### config.mk
export PLATFORM = sky130hd
export DESIGN_NAME = parity_job_control
export DESIGN_NICKNAME = d
export VERILOG_FILES = /design/src/rtl/parity_job_control.sv
export SDC_FILE = /design/constraint.sdc
export NUM_CORES = 1
export LEC_CHECK = 0
export ABC_AREA = 0
export BUFFER_PORTS_ARGS = -buffer_cell sky130_fd_sc_hd__clkbuf_2
export CELL_PAD_IN_SITES_DETAIL_PLACEMENT = 1
export CELL_PAD_IN_SITES_GLOBAL_PLACEMENT = 1
export CORE_MARGIN = 1
export CORE_UTILIZATION = 35
export CTS_CLUSTER_SIZE = 10
export DETAILED_ROUTE_END_ITERATION = 8
export PLACE_DENSITY_LB_ADDON = 0.1
export SYNTH_ARGS = -nofsm -noshare
export SYNTH_HDL_FRONTEND = slang
export SYNTH_SLANG_ARGS = --single-unit
### constraint.sdc
create_clock -name clock -period 2.05 [get_ports clock]
set_input_delay 0.3075 -clock clock [delete_from_list [all_inputs] [get_ports clock]]
set_output_delay 0.3075 -clock clock [all_outputs]
set_load 0.01 [all_outputs]
### src/rtl/parity_job_control.sv
// Job control front end: parity-checked START/RESET commands drive the
// work element through reset, priming, running and a one-cycle finish.
module parity_job_control #(
    parameter logic [7:0]  DONE_TAG       = 8'h04,
    parameter int unsigned RESET_HOLD     = 4,
    parameter int unsigned TIMEOUT_CYCLES = 2**20
) (
    input  logic        clock,
    input  logic        reset,
    input  logic        job_valid,
    input  logic [7:0]  job_command,
    input  logic        job_command_parity,
    input  logic [63:0] job_address,
    input  logic        job_address_parity,
    input  logic        response_valid,
    input  logic [7:0]  response_tag,
    input  logic [7:0]  response_code,
    output logic        job_running,
    output logic        job_done,
    output logic [63:0] job_error,
    output logic        job_cack,
    output logic        job_yield,
    output logic        we_reset,
    output logic        we_enabled,
    output logic [63:0] we_wed
);

    typedef enum logic [2:0] {
        S_IDLE,
        S_RESETTING,
        S_PRIMING,
        S_RUNNING,
        S_FINISH
    } state_t;

    localparam logic [7:0]  CMD_START = 8'h90;
    localparam logic [7:0]  CMD_RESET = 8'h80;
    localparam logic [7:0]  HOLD_LOAD = 8'(RESET_HOLD - 1);
    localparam logic [31:0] TMO_LIMIT = 32'(TIMEOUT_CYCLES);

    state_t      r_state;
    state_t      w_next;
    logic [7:0]  r_hold;
    logic [31:0] r_cnt;
    logic        r_running;
    logic        r_done;
    logic        r_we_reset;
    logic [63:0] r_error;
    logic [63:0] r_wed;

    logic        w_cmd_ok;
    logic        w_adr_ok;
    logic        w_start;
    logic        w_rst_cmd;
    logic        w_done_rsp;
    logic        w_err_load;
    logic [63:0] w_err_val;
    logic        w_wed_load;

    assign w_cmd_ok   = job_command_parity == ~^job_command;
    assign w_adr_ok   = job_address_parity == ~^job_address;
    assign w_start    = job_valid && (job_command == CMD_START);
    assign w_rst_cmd  = job_valid && (job_command == CMD_RESET);
    assign w_done_rsp = response_valid && (response_tag == DONE_TAG);

    always_ff @(posedge clock or negedge reset) begin
        if (!reset) begin
            r_state <= S_IDLE;
        end else begin
            r_state <= w_next;
        end
    end

    always_comb begin
        w_next     = r_state;
        w_err_load = 1'b0;
        w_err_val  = 64'd0;
        w_wed_load = 1'b0;
        if (w_rst_cmd) begin
            w_next     = S_RESETTING;
            w_err_load = 1'b1;
        end else begin
            unique case (r_state)
                S_IDLE: begin
                    if (w_start) begin
                        if (!w_cmd_ok) begin
                            w_next     = S_FINISH;
                            w_err_load = 1'b1;
                            w_err_val  = 64'd1;
                        end else if (!w_adr_ok) begin
                            w_next     = S_FINISH;
                            w_err_load = 1'b1;
                            w_err_val  = 64'd2;
                        end else begin
                            w_next     = S_PRIMING;
                            w_wed_load = 1'b1;
                        end
                    end
                end
                S_RESETTING: begin
                    if (r_hold == 8'd0) begin
                        w_next = S_FINISH;
                    end
                end
                S_PRIMING: begin
                    w_next = S_RUNNING;
                end
                S_RUNNING: begin
                    // a matching completion outranks a same-cycle timeout
                    if (w_done_rsp) begin
                        w_next     = S_FINISH;
                        w_err_load = 1'b1;
                        w_err_val  = (response_code == 8'h00) ? 64'd0 : 64'd3;
                    end else if (r_cnt == TMO_LIMIT) begin
                        w_next     = S_FINISH;
                        w_err_load = 1'b1;
                        w_err_val  = 64'd4;
                    end
                end
                S_FINISH: begin
                    w_next = S_IDLE;
                end
                default: begin
                    w_next = S_IDLE;
                end
            endcase
        end
    end

    always_ff @(posedge clock or negedge reset) begin
        if (!reset) begin
            r_hold     <= 8'd0;
            r_cnt      <= 32'd0;
            r_running  <= 1'b0;
            r_done     <= 1'b0;
            r_we_reset <= 1'b1;
            r_error    <= 64'd0;
            r_wed      <= 64'd0;
        end else begin
            if (w_rst_cmd) begin
                r_hold <= HOLD_LOAD;
            end else if (r_state == S_RESETTING && r_hold != 8'd0) begin
                r_hold <= r_hold - 8'd1;
            end
            // zero outside RUNNING, so it starts from 0 on entry
            if (r_state == S_RUNNING) begin
                r_cnt <= r_cnt + 32'd1;
            end else begin
                r_cnt <= 32'd0;
            end
            r_running  <= w_next == S_RUNNING;
            r_we_reset <= w_next != S_RUNNING;
            r_done     <= w_next == S_FINISH;
            if (w_err_load) begin
                r_error <= w_err_val;
            end
            if (w_wed_load) begin
                r_wed <= job_address;
            end
        end
    end

    assign job_running = r_running;
    assign we_enabled  = r_running;
    assign we_reset    = r_we_reset;
    assign job_done    = r_done;
    assign job_error   = r_error;
    assign we_wed      = r_wed;
    assign job_cack    = 1'b0;
    assign job_yield   = 1'b0;

endmodule
-- Yosys cells after proc, flatten, opt, wreduce, memory -nomap -nowiden
Index checks and enable logic that the tools add are counted.
- bits in registers: 174
- input port bits: 94
- output and inout port bits: 134
- add/sub/neg operators: 2
- eq/ne operators: 12
- muxes and demuxes: 31
- reduce and logical (&&, ||, !) cells: 11
- operators by type and width (kind ; count):
    64-bit XNOR reduction ; 1
    32-bit by 1-bit adder with 32-bit output (second input constant) ; 1
    32-bit by 21-bit equality test with 1-bit output (second input constant) ; 1
    32-bit 2-to-1 mux ; 1
    3-bit 2-to-1 mux ; 10
    8-bit equality test (second input constant) ; 2
    8-bit logical NOT ; 2
    8-bit 2-to-1 mux ; 2
    3-bit one-hot mux with 4 select lines ; 1
    1-bit 2-to-1 mux ; 11
    3-bit by 2-bit equality test with 1-bit output (second input constant) ; 3
    8-bit by 3-bit equality test with 1-bit output (second input constant) ; 1
    2-bit 2-to-1 mux ; 4
    8-bit nonzero test ; 1
    8-bit XNOR reduction ; 1
    8-bit by 1-bit subtractor with 8-bit output (second input constant) ; 1
    3-bit one-hot mux with 2 select lines ; 1
    1-bit logical AND ; 4
    3-bit by 1-bit equality test with 1-bit output (second input constant) ; 1
    3-bit equality test (second input constant) ; 1
    3-bit logical NOT ; 1
    3-bit by 2-bit inequality test with 1-bit output (second input constant) ; 1
    1-bit equality test ; 2
    1-bit one-hot mux with 2 select lines ; 1
    2-bit nonzero test ; 1

-- Logic depth before layout (Yosys ltp)
Gate-level depths: netlist of run 1.
- depth in word-level cells: 8
- mapped depth: 10
- depth with buffers taken out: 10

-- Least setup slack after synthesis of run 1
OpenSTA, ideal clock, no wires.
- kind: input port to flip-flop
- from: input job_address[48]
- to: register r_wed[0] (netlist: we_wed[0])
- library setup time: 125 ps
- arrival: 2614 ps
- data required time: 1925 ps
- path slack: -689 ps
- cell stages on the path: 10
- path buffers: 2
- cells stage by stage: xor2_1 > xnor2_1 > xnor2_1 > xnor2_1 > xnor3_1 > xnor2_1 > or4_1 > buf_4 > buf_6 > mux2_4
- word-level cells in the longest chain between the ends: 7
- RTL lines (element ; RTL line ; text):
    start, declared ; 13 ; input logic [63:0] job_address,
    64-bit XNOR reduction ; 61 ; assign w_adr_ok = job_address_parity == ~^job_address;
    1-bit equality test ; 61 ;
    1-bit 2-to-1 mux ; 90 ; end else if (!w_adr_ok) begin
    1-bit 2-to-1 mux ; 86 ; if (!w_cmd_ok) begin
    1-bit 2-to-1 mux ; 85 ; if (w_start) begin
    1-bit 2-to-1 mux ; 83 ; unique case (r_state)
    1-bit 2-to-1 mux ; 79 ; if (w_rst_cmd) begin
    end signal, assigned ; 158 ; r_wed <= job_address;
    end, declared ; 49 ; logic [63:0] r_wed;
No other way between the ends.
A chain may end at the register's enable or synchronous reset.

-- Worst setup path after layout of run 1
- from: input job_address[8]
- to: register r_wed[24] (netlist: we_wed[24])
The elaborated chain is that of the path after synthesis.

==> results of run 1 <==
==> flip-flops by register name, summed over array words and instances, names as in the netlist <==
name	count
job_done	1
job_error	3
job_running	1
r_cnt	32
r_hold	8
r_state	3
we_reset	1
we_wed	64
==> through the flow <==
stage	util	hold slack, ns
final	0.5038	0.1432
after global routing	0.5038	0.1228
after CTS	0.4746	0.1286
after detailed placement	0.4331	0.2303
after global placement	0.4331	0.2300
after floorplan	-	0.01191
==> final cells by class <==
class                      count  area share
clock buffer                  25     0.05781
clock inverter                 5     0.01145
inverter                      18    0.007726
multi-input combinational    390      0.3913
sequential                   113      0.3235
tap                          225     0.03219
timing repair buffer         234      0.1760
==> synth_stat cells (4+ instances only) <==
master    instances
a21oi_1           7
mux2_2            4
or3_1             9
buf_4            65
xor2_1           31
nor2_1           39
mux2_4           60
inv_1            18
nand4_1           5
o21ai_0           8
nor4_1           11
ha_1              8
dfrtp_1         112
nand2_1          21
nor3_1            5
nand3_1          16
xnor2_1          65
buf_6             6
and2_1            4
nor4b_1           6
and3_1            5
clkbuf_1          4
==> final timing paths <==
path	end	from	slack, ns
setup / recovery	we_wed[24]$_DFFE_PN0P_	job_address[8]	-0.46
hold / removal	we_wed[47]$_DFFE_PN0P_	job_address[47]	0.14
setup reg to reg	we_wed[24]$_DFFE_PN0P_	r_state[2]$_DFF_PN0_	-0.30
hold reg to reg	we_wed[52]$_DFFE_PN0P_	we_wed[52]$_DFFE_PN0P_	0.51
max in group asynchronous	r_cnt[1]$_DFF_PN0_	reset	1.12
min in group asynchronous	r_hold[0]$_DFFE_PN0P_	reset	0.34
==> per-layer routing <==
| metal | vias up | part of all wire |
|---|---|---|
| met5 | - | 0 |
| met4 | 0 | 0.010 |
| met3 | 11 | 0.067 |
| met2 | 127 | 0.52 |
| met1 | 2255 | 0.40 |
| li1 | 2145 | - |
==> power by group <==
group	internal (mW)	leakage [nW]	switching, mW	total (mW)
logic	1.05	2.77	0.949	2.00
registers	2.35	1.53	0.0798	2.43
clock network	2.05	0.299	1.00	3.06
total	5.46	4.60	2.03	7.49
==> critical path, delay by kind of cell <==
family / cells / cell delay, ns
xor+xnor: 6 / 1.14
buf+inv: 3 / 0.49
simple gates: 1 / 0.54
mux: 1 / 0.31
==> logic make-up after synthesis <==
family          Yosys count  synth area share
xor+xnor                 97            0.1388
other cells               1         0.0006028
simple gates            133            0.1096
fa+ha+maj                 8           0.01609
compound gates           24           0.02333
flops                   113            0.4547
mux                      65            0.1537
buf+inv                  94            0.1032
==> timing repair <==
action,CTS,global route
buffers inserted,3,5
endpoints found under the setup margin,75,77
hold buffers,1,0
pin swaps,2,22
gates resized for setup,14,95
cloned,0,2
hold endpoints to repair,19,0
==> impl_results.md, run 1 <==
* Status: finished, violations left
* Failing checks: negative setup slack
* Kind of critical path: in2reg
* CP max-delay cell: or4_4
* Die W at 135.3 um
* Met3 Track Usage GR at 0.08043
* Final instance area at 8745 um^2
* Maximum clock path buffer count at 2
* Std cell rows at 48
* Via count at 4538
* Initial DRT Pass Iterations at 4
* Synthesized area at 6221 um^2
* FFs w/ async S/R, synth at 1.000
* CTS tree: built
* Max incr delay on CP at 0.54 ns
* Num ports at 228
* Fmax at 398.9 MHz
* Fillers at 1906
* Worst hold path type: in2reg
* Finish-stage setup viols at 64
* Yosys cell types at 39
* Global-route usage over all layers at 0.1808
* Post-synth EDFFs at 0
* Slew Viols, Final at 0
* Final setup margin at -0.4569 ns
* Multi-input logic area at 3422 um^2
* Starting density of the core at 0.3584
* Worst setup EP type: flop
* Synth Warn # at 0
* Pre-CTS setup slack at -0.9490 ns
* Layout Nets at 876
* First-pass GRT wire length at 25.20 mm
* Commonest cells after routing, fill and taps aside: clkbuf_2 (146), dfrtp_1 (112), buf_4 (64), conb_1 (63), mux2_4 (60)
* DRT iter0 DRCs at 127
* GR peak layer: met2
* Top post-synthesis cells by area: dfrtp_1 (45%), mux2_4 (14%), xnor2_1 (9.2%)
* Tmin final at 2.507 ns
* Max VDD drop at 0.6985 mV
* Max-cap viol count at 0
* CP required at 2.34 ns
* Worst Clk Skew at 0.008984 ns
* Final hold vios at 0
* Reg area at 2829 um^2
* Layout Cells excl Fill at 1010
* Crit path launch type: input pin
* H-tree lvl count at 4
* P&R area growth vs syn at 40.57%
* ANT cells at 0
* Most common cell after layout, fill and taps aside: clkbuf_2
* Core Box Area at 17360 um^2
* Overall die height at 135.3 um
* Routed WL at 16.43 mm
* Arrival time worst endpoint at 2.80 ns
* Max FO, Critical Path at 15
* Leak Pwr at 4.599 nW
* Share of cells above drive strength 1 at 0.4803
* Avg Inst Size Synth at 11.63 um^2
* Setup TNS at -27.44 ns
* Largest net degree at the start of global routing at 49
* CTS root buffer: clkbuf_16
* Hpwl dp at 11.83 mm
* Post-route ant nets at 0
* RSZ-0062 raised after global routing: true
* Skew-Pair Late Insertion Delay at 0.42 ns
* CTS sink cnt at 113
* Sequential share of the synthesized area at 0.4547
* Yosys reg bits at 113
* Critical path's most frequent cell: xnor2_2
* DIE AREA at 18310 um^2
* Largest area contributor in the netlist: dfrtp_1
* GR Util met2 at 0.3111
* Top FF cell, synth: dfrtp_1
* DP Area at 7517 um^2
* Initial antenna violation count at 0
* GPL Wtd Cong at 0.7318
* Gate Count Post-Synth at 535
* Path depth of the worst reg2reg path at 5
* DRC errors left at 0
* Number of vias per cell at 4.493
* Hold depth at 2
* Yosys top cell area share at 0.4505
* Gr ovfl total at 0
* Placed Cells at 972
* Vias in the first global route at 5050
* Met1 Usage GRT at 0.2004
* WL/cell at 16.27 um
* Overall Power at 7.489 mW
* Num CTS Buffers at 17
* Clk slew on worst S/H paths at 0.05 ns
* Port bufs at 164
* CP cell instances: buf_6 > xnor2_4 > xnor2_2 > xnor2_2 > xnor2_1 > buf_4 > xnor3_1 > xnor2_2 > or4_4 > clkbuf_16 > mux2_4
* Final Cycle Share at 1.223
* P per Cell Area at 856.4 nW/um^2
Power figures use the tool's default switching activity.
==> run 2, diff against run 1 <==
--- a/config.mk
+++ b/config.mk
@@ -5,12 +5,13 @@
 export SDC_FILE = /design/constraint.sdc
 export NUM_CORES = 1
 export LEC_CHECK = 0
-export ABC_AREA = 0
+export ABC_AREA = 1
 export BUFFER_PORTS_ARGS = -buffer_cell sky130_fd_sc_hd__clkbuf_2
 export CELL_PAD_IN_SITES_DETAIL_PLACEMENT = 1
 export CELL_PAD_IN_SITES_GLOBAL_PLACEMENT = 1
-export CORE_MARGIN = 1
-export CORE_UTILIZATION = 35
+export CORE_MARGIN = 4
+export CORE_UTILIZATION = 33
+export CTS_CLUSTER_DIAMETER = 200
 export CTS_CLUSTER_SIZE = 10
 export DETAILED_ROUTE_END_ITERATION = 8
 export PLACE_DENSITY_LB_ADDON = 0.1
==> impl_results.md, run 2 <==
* Gate Count Post-Synth at 1042 (+95%)
* CTS tree: built
* Max reg flops at 64 (unchanged)
* Port bufs at 164 (unchanged)
* Net Sw Frac at 0.2689 (-0.002710)
* Layout Nets at 1426 (+63%)
* Starting density of the core at 0.3383 (-0.02009)
* Most instantiated cells after synthesis: nand2_1 (404), inv_1 (138), dfrtp_1 (112)
* Util after Layout at 0.4599 (-0.04393)
* Max VDD drop at 0.3151 mV (-55%)
* Sequential power share at 0.330 (+0.005)
* P&R area growth vs syn at 35.93%
* Finish-stage setup viols at 2 (-97%)
* Clk slew on worst S/H paths at 0.06 ns (about the same)
* Synth Area in Compound Gates at 0.1150 (+0.09168)
* Final setup margin at -0.03648 ns (+0.4204 ns)
* Final hold vios at 0 (unchanged)
* Yosys cell types at 36 (-7.7%)
* Synth Area in XOR/XNOR at 0.02351 (-0.1153)
* Slew Viols, Final at 0 (unchanged)
* Failing checks: negative setup slack
* DRT iter0 DRCs at 220 (+73%)
* Post-synth EDFFs at 0 (unchanged)
* Commonest cells after routing, fill and taps aside: nand2_1 (398), clkbuf_2 (163), inv_1 (136), dfrtp_1 (112), buf_4 (106)
* Number of vias per cell at 4.464 (-0.64%)
* DR WL met3 at 1.020 mm (-6.8%)
* Worst setup EP type: flop
* Avg Inst Size Synth at 7.152 um^2 (-38%)
* WHS at 0.1368 ns (-0.006435 ns)
* Routed WL at 22.36 mm (+36%)
* Via count at 7219 (+59%)
* Count leader, synth: nand2_1
* Adder-cell share of the synthesized area at 0.01343 (-0.002658)
* Psw at 2.010 mW (-1.2%)
* Final Cycle Share at 1.018 (-0.2051)
* P per Cell Area at 738.1 nW/um^2 (-14%)
* Synth Warn # at 0 (unchanged)
* Synthesized area at 7452 um^2 (+20%)
* Initial antenna violation count at 2 (+2)
* First-pass GRT wire length at 36.12 mm (+43%)
* Post-route ant nets at 0 (unchanged)
* Core Box Area at 22030 um^2 (+27%)
* CTS sink cnt at 113 (unchanged)
* Largest area contributor in the netlist: dfrtp_1
* Clock Power Share at 0.491 (+0.082)
* Worst Clk Skew at 0.006929 ns (-0.002055 ns)
* ANT cells at 0 (unchanged)
* Max-slew headroom at 0.6369
* Skew-Pair Late Insertion Delay at 0.42 ns (about the same)
* Hpwl dp at 17.85 mm (+51%)
* Largest family of logic cells by synthesized area: simple AND/OR/NAND/NOR gates
* Tmin final at 2.086 ns (-0.4204 ns)
* DRC errors left at 0 (unchanged)
* Num CTS Buffers at 17 (unchanged)
* Yosys top cell area share at 0.3761 (-0.07443)
* Share of cells above drive strength 1 at 0.3141 (-0.1661)
* Largest net degree at the start of global routing at 37 (-24%)
* Overall die height at 158.3 um (+17%)
* Maximum clock path buffer count at 2 (unchanged)
* Internal power at 5.467 mW (+0.21%)
* Yosys reg bits at 113 (unchanged)
* WL/cell at 13.83 um (-15%)
* Most common cell after layout, fill and taps aside: nand2_1
* Num ports at 228 (unchanged)
* Setup TNS at -0.05636 ns (+27.38 ns)
* Sequential share of the synthesized area at 0.3796 (-0.07513)
* H-tree lvl count at 4 (unchanged)
* CP required at 2.38 ns (+0.04 ns)
* Max-cap viol count at 0 (unchanged)
* Kind of critical path: reg2reg
* Worst hold path type: in2reg
* Top post-synthesis cells by area: dfrtp_1 (38%), nand2_1 (20%), o21ai_2 (7.5%)
* Simple-gate portion of the synthesized area at 0.3078 (+0.1981)
* Met1 wire length at 9.883 mm (+49%)
* RSZ-0062 raised after global routing: true
* Vias in the first global route at 7479 (+48%)
* Std cell rows at 54 (+13%)
* Max FO, Critical Path at 4 (-11)
* Fmax at 479.3 MHz (+20%)
* Uppermost layer routed: met5
* Combinational power share at 0.179 (-0.088)
* Global-route usage over all layers at 0.1793 (-0.001507)
* FFs w/ async S/R, synth at 1.000 (unchanged)
* WL met2 at 11.16 mm (+31%)
* Crit path launch type: flop
* Initial DRT Pass Iterations at 4 (unchanged)
* Die W at 158.3 um (+17%)
* Status: finished, violations left
* CTS root buffer: clkbuf_16
* Arrival time worst endpoint at 2.42 ns (-0.38 ns)
* Top FF cell, synth: dfrtp_1
* Gr ovfl total at 0 (unchanged)
* Worst Tran Pin Value at 0.5446 ns
* Leak Pwr at 5.688 nW (+24%)
* Pre-CTS setup slack at -0.2819 ns (+0.6672 ns)
* Mux cell area share after synthesis at 0 (-0.1537)
* GPL Wtd Cong at 0.7943 (+8.5%)
* DIE AREA at 25050 um^2 (+37%)
[run 2: cell types whose count changed after synthesis, moves of 22 or more]
cell	change
inv_1	+120
xor2_1	-22
nand2_1	+383
o21ai_2	+64
xnor2_1	-54
mux2_4	-60
[run 2: cells by family after synthesis]
logic type | Yosys count
adder cells (fa/ha/maj) | 8
XOR/XNOR | 20
flip-flops | 113
AO/OA/AOI/OAI | 119
other | 1
buffers and inverters | 226
AND/OR/NAND/NOR | 555
[run 2: worst paths after layout]
kind | from | endpoint | slack, ns | cells past startpoint
min in group asynchronous | reset | r_cnt[6]$_DFF_PN0_ | 0.42 | 2
max | r_cnt[0]$_DFF_PN0_ | r_cnt[20]$_DFF_PN0_ | -0.04 | 13
min reg2reg | we_wed[62]$_DFFE_PN0P_ | we_wed[62]$_DFFE_PN0P_ | 0.48 | 2
max reg2reg | r_cnt[0]$_DFF_PN0_ | r_cnt[20]$_DFF_PN0_ | -0.04 | 13
min | job_address[60] | we_wed[60]$_DFFE_PN0P_ | 0.14 | 3
max in group asynchronous | reset | we_wed[5]$_DFFE_PN0P_ | 1.01 | 3
[run 2: metrics by stage]
step           std cells  power (mW)  instance area, um^2
3_5_place_dp        1578       3.840                 9200
6_report            1617       7.477                10130
4_1_cts             1612       7.584                 9963
5_1_grt             1617       7.895                10130
3_3_place_gp        1578       3.804                 9200
2_1_floorplan       1104       3.322                 7685
[run 2: what timing repair did]
| item | CTS | global route |
|---|---|---|
| gates resized for setup | 6 | 38 |
| setup buffers | 1 | 5 |
| hold endpoints to repair | 31 | 0 |
| hold buffers | 1 | 0 |
| endpoints found under the setup margin | 9 | 84 |
| pin swaps | 0 | 7 |
[run 2: layout make-up]
class,instances,area [um^2]
Timing Repair Buffer,282,1862
Sequential cell,113,2829
Multi-Input combinational cell,765,3824
Tap cell,280,350.3
Fill cell,2823,11900
Clock buffer,23,498.0
Inverter,145,544.3
Clock inverter,9,222.7
[run 2: power by group through the flow]
stage	logic [mW]	clock network (mW)	registers [mW]
2_1_floorplan	0.826	0	2.50
3_3_place_gp	1.31	0	2.50
3_5_place_dp	1.34	0	2.50
4_1_cts	1.35	3.77	2.46
5_1_grt	1.54	3.87	2.49
6_report	1.34	3.67	2.47
[run 2: layer usage]
metal | vias to the layer above | GRT usage
li1 | 3688 | -
met1 | 3373 | 0.2221
met2 | 129 | 0.3088
met3 | 25 | 0.05246
met4 | 4 | 0.04265
met5 | - | 0
[run 2: worst max-delay path: stages (launching register included)]
cell,delay [ns]
dfrtp_1,0.38
ha_2,0.20
nand2_2,0.07
nor2_4,0.12
nand2_2,0.08
nor3_4,0.27
nand2_4,0.13
nor3_4,0.16
nand3_2,0.11
nor2_4,0.15
nand2_4,0.08
nor2_2,0.08
nor2_1,0.04
nor3_1,0.14
==> run 3, diff against run 2 <==
--- a/config.mk
+++ b/config.mk
@@ -15,6 +15,7 @@
 export CTS_CLUSTER_SIZE = 10
 export DETAILED_ROUTE_END_ITERATION = 8
 export PLACE_DENSITY_LB_ADDON = 0.1
+export SKIP_LAST_GASP = 1
 export SYNTH_ARGS = -nofsm -noshare
 export SYNTH_HDL_FRONTEND = slang
 export SYNTH_SLANG_ARGS = --single-unit
==> impl_results.md, run 3 (synthesis results as in run 2) <==
* Crit path launch type: flop
* CTS sink cnt at 113 (unchanged)
* Max incr delay on CP at 0.38 ns (about the same)
* H-tree lvl count at 4 (unchanged)
* Status: finished, violations left
* Max-cap viol count at 0 (unchanged)
* GPL Wtd Cong at 0.7943 (unchanged)
* Hpwl dp at 17.85 mm (unchanged)
* DRT iter0 DRCs at 268 (+22%)
* Worst hold path type: in2reg
* First-pass GRT wire length at 36.11 mm (about the same)
* Port bufs at 164 (unchanged)
* Routed WL at 22.34 mm (about the same)
* CTS root buffer: clkbuf_16
* Kind of critical path: reg2reg
* Tmin final at 2.063 ns (-0.02338 ns)
* Max reg flops at 64 (unchanged)
* Starting density of the core at 0.3383 (unchanged)
* CP required at 2.38 ns (about the same)
* DRC errors left at 0 (unchanged)
* P per Cell Area at 738.7 nW/um^2 (about the same)
* Fmax at 484.7 MHz (+1.1%)
* Util after Layout at 0.4592 (-0.0006810)
* Finish-stage setup viols at 1 (-1)
* Max VDD drop at 0.3154 mV (about the same)
* Final setup margin at -0.01311 ns (+0.02338 ns)
* Commonest cells after routing, fill and taps aside: nand2_1 (400), clkbuf_2 (163), inv_1 (136), dfrtp_1 (112), buf_4 (106)
* CTS tree: built
* Pre-CTS setup slack at -0.2819 ns (unchanged)
* Post-route ant nets at 0 (unchanged)
* Die W at 158.3 um (unchanged)
* Overall die height at 158.3 um (unchanged)
* WL/cell at 13.82 um (about the same)
* Max-slew headroom at 0.6376 (+0.0006680)
* Skew-Pair Late Insertion Delay at 0.42 ns (about the same)
* Fillers at 2826 (+0.11%)
* Core Box Area at 22030 um^2 (unchanged)
* P&R area growth vs syn at 35.73%
* Global-route usage over all layers at 0.1793 (about the same)
* Num ports at 228 (unchanged)
* DP Area at 9200 um^2 (unchanged)
* Arrival time worst endpoint at 2.40 ns (-0.02 ns)
* Initial DRT Pass Iterations at 4 (unchanged)
* Overall Power at 7.472 mW (about the same)
* Vias in the first global route at 7477 (-0.027%)
* DIE AREA at 25050 um^2 (unchanged)
* Maximum clock path buffer count at 2 (unchanged)
* Largest net degree at the start of global routing at 37 (unchanged)
* Gr ovfl total at 0 (unchanged)
* Clk slew on worst S/H paths at 0.06 ns (about the same)
* Final instance area at 10110 um^2 (-0.15%)
* Path depth of the worst reg2reg path at 13 (unchanged)
* Multi-input logic area at 3809 um^2 (-0.39%)
* Number of vias per cell at 4.471 (+0.15%)
* Placed Cells at 1578 (unchanged)
* Std cell rows at 54 (unchanged)
* Layout Nets at 1426 (unchanged)
* Leak Pwr at 5.687 nW (about the same)
* Reg area at 2829 um^2 (unchanged)
* Worst setup EP type: flop
* Num CTS Buffers at 17 (unchanged)
* RSZ-0062 raised after global routing: true
* Worst Clk Skew at 0.006754 ns (-0.0001741 ns)
* Failing checks: negative setup slack
* Slew Viols, Final at 0 (unchanged)
* CP max-delay cell: dfrtp_1
* Hold depth at 3 (unchanged)
* Layout Cells excl Fill at 1617 (unchanged)
* Final Cycle Share at 1.006 (-0.01140)
* ANT cells at 0 (unchanged)
* Most common cell after layout, fill and taps aside: nand2_1
* CP cell instances: ha_2 > nand2_2 > nor2_4 > nand2_2 > nor3_4 > nand2_4 > nor3_4 > nand3_2 > nor2_4 > nand2_4 > nor2_2 > nor2_1 > nor3_1
* Worst Tran Pin Value at 0.5436 ns (-0.001002 ns)
* Share of cells above drive strength 1 at 0.3111 (-0.002992)
* Via count at 7230 (+0.15%)
* Final hold vios at 0 (unchanged)
* Initial antenna violation count at 2 (unchanged)
* Max FO, Critical Path at 4 (unchanged)
-- run 3: where the power goes --
part	internal [mW]	switching [mW]	total, mW
sequential	2.36	0.104	2.47
combinational	0.537	0.795	1.33
clock	2.56	1.11	3.67
-- run 3: worst paths after layout --
kind                                         from                endpoint  slack, ns
max                            r_cnt[0]$_DFF_PN0_     r_cnt[20]$_DFF_PN0_      -0.01
min                               job_address[60]  we_wed[60]$_DFFE_PN0P_       0.14
max reg2reg                    r_cnt[0]$_DFF_PN0_     r_cnt[20]$_DFF_PN0_      -0.01
min reg2reg                we_wed[62]$_DFFE_PN0P_  we_wed[62]$_DFFE_PN0P_       0.48
max in group asynchronous                   reset   we_wed[5]$_DFFE_PN0P_       1.01
min in group asynchronous                   reset      r_cnt[6]$_DFF_PN0_       0.42
-- run 3: routing by layer --
layer  wire length (um)  vias up  global-route usage
li1                   -     3691                   -
met1               9883     3376              0.2220
met2              11120      135              0.3088
met3               1044       24             0.05246
met4                267        4             0.04265
met5                 26        -                   0
-- run 3: through the flow --
step	setup TNS [ns]	hold WS, ns
floorplan	0	0.01191
global placement	-10.67	0.3325
detailed placement	-16.43	0.3344
CTS	-0.06532	0.1150
global route	-1.459	0.1299
finish	-0.01311	0.1358
-- run 3: area by class of cell --
type / instances / share of cell area
Multi-Input combinational cell: 765 / 0.3765
Sequential cell: 113 / 0.2797
Timing Repair Buffer: 282 / 0.1841
Inverter: 145 / 0.05381
Clock buffer: 23 / 0.04923
Tap cell: 280 / 0.03464
Clock inverter: 9 / 0.02202
-- run 3: timing repair --
item / CTS / global route
endpoints found under the hold margin: 31 / 0
gates cloned: 0 / 0
gates resized for setup: 4 / 35
hold buffers: 1 / 0
setup endpoints to repair: 9 / 84
pin swaps: 0 / 7
buffers inserted: 1 / 5
-- run 3: critical path, delay by kind of cell, from the launching register on --
family / cells / cell delay [ns]
AND/OR/NAND/NOR: 12 / 1.42
adder cells (fa/ha/maj): 1 / 0.20
flip-flops: 1 / 0.38
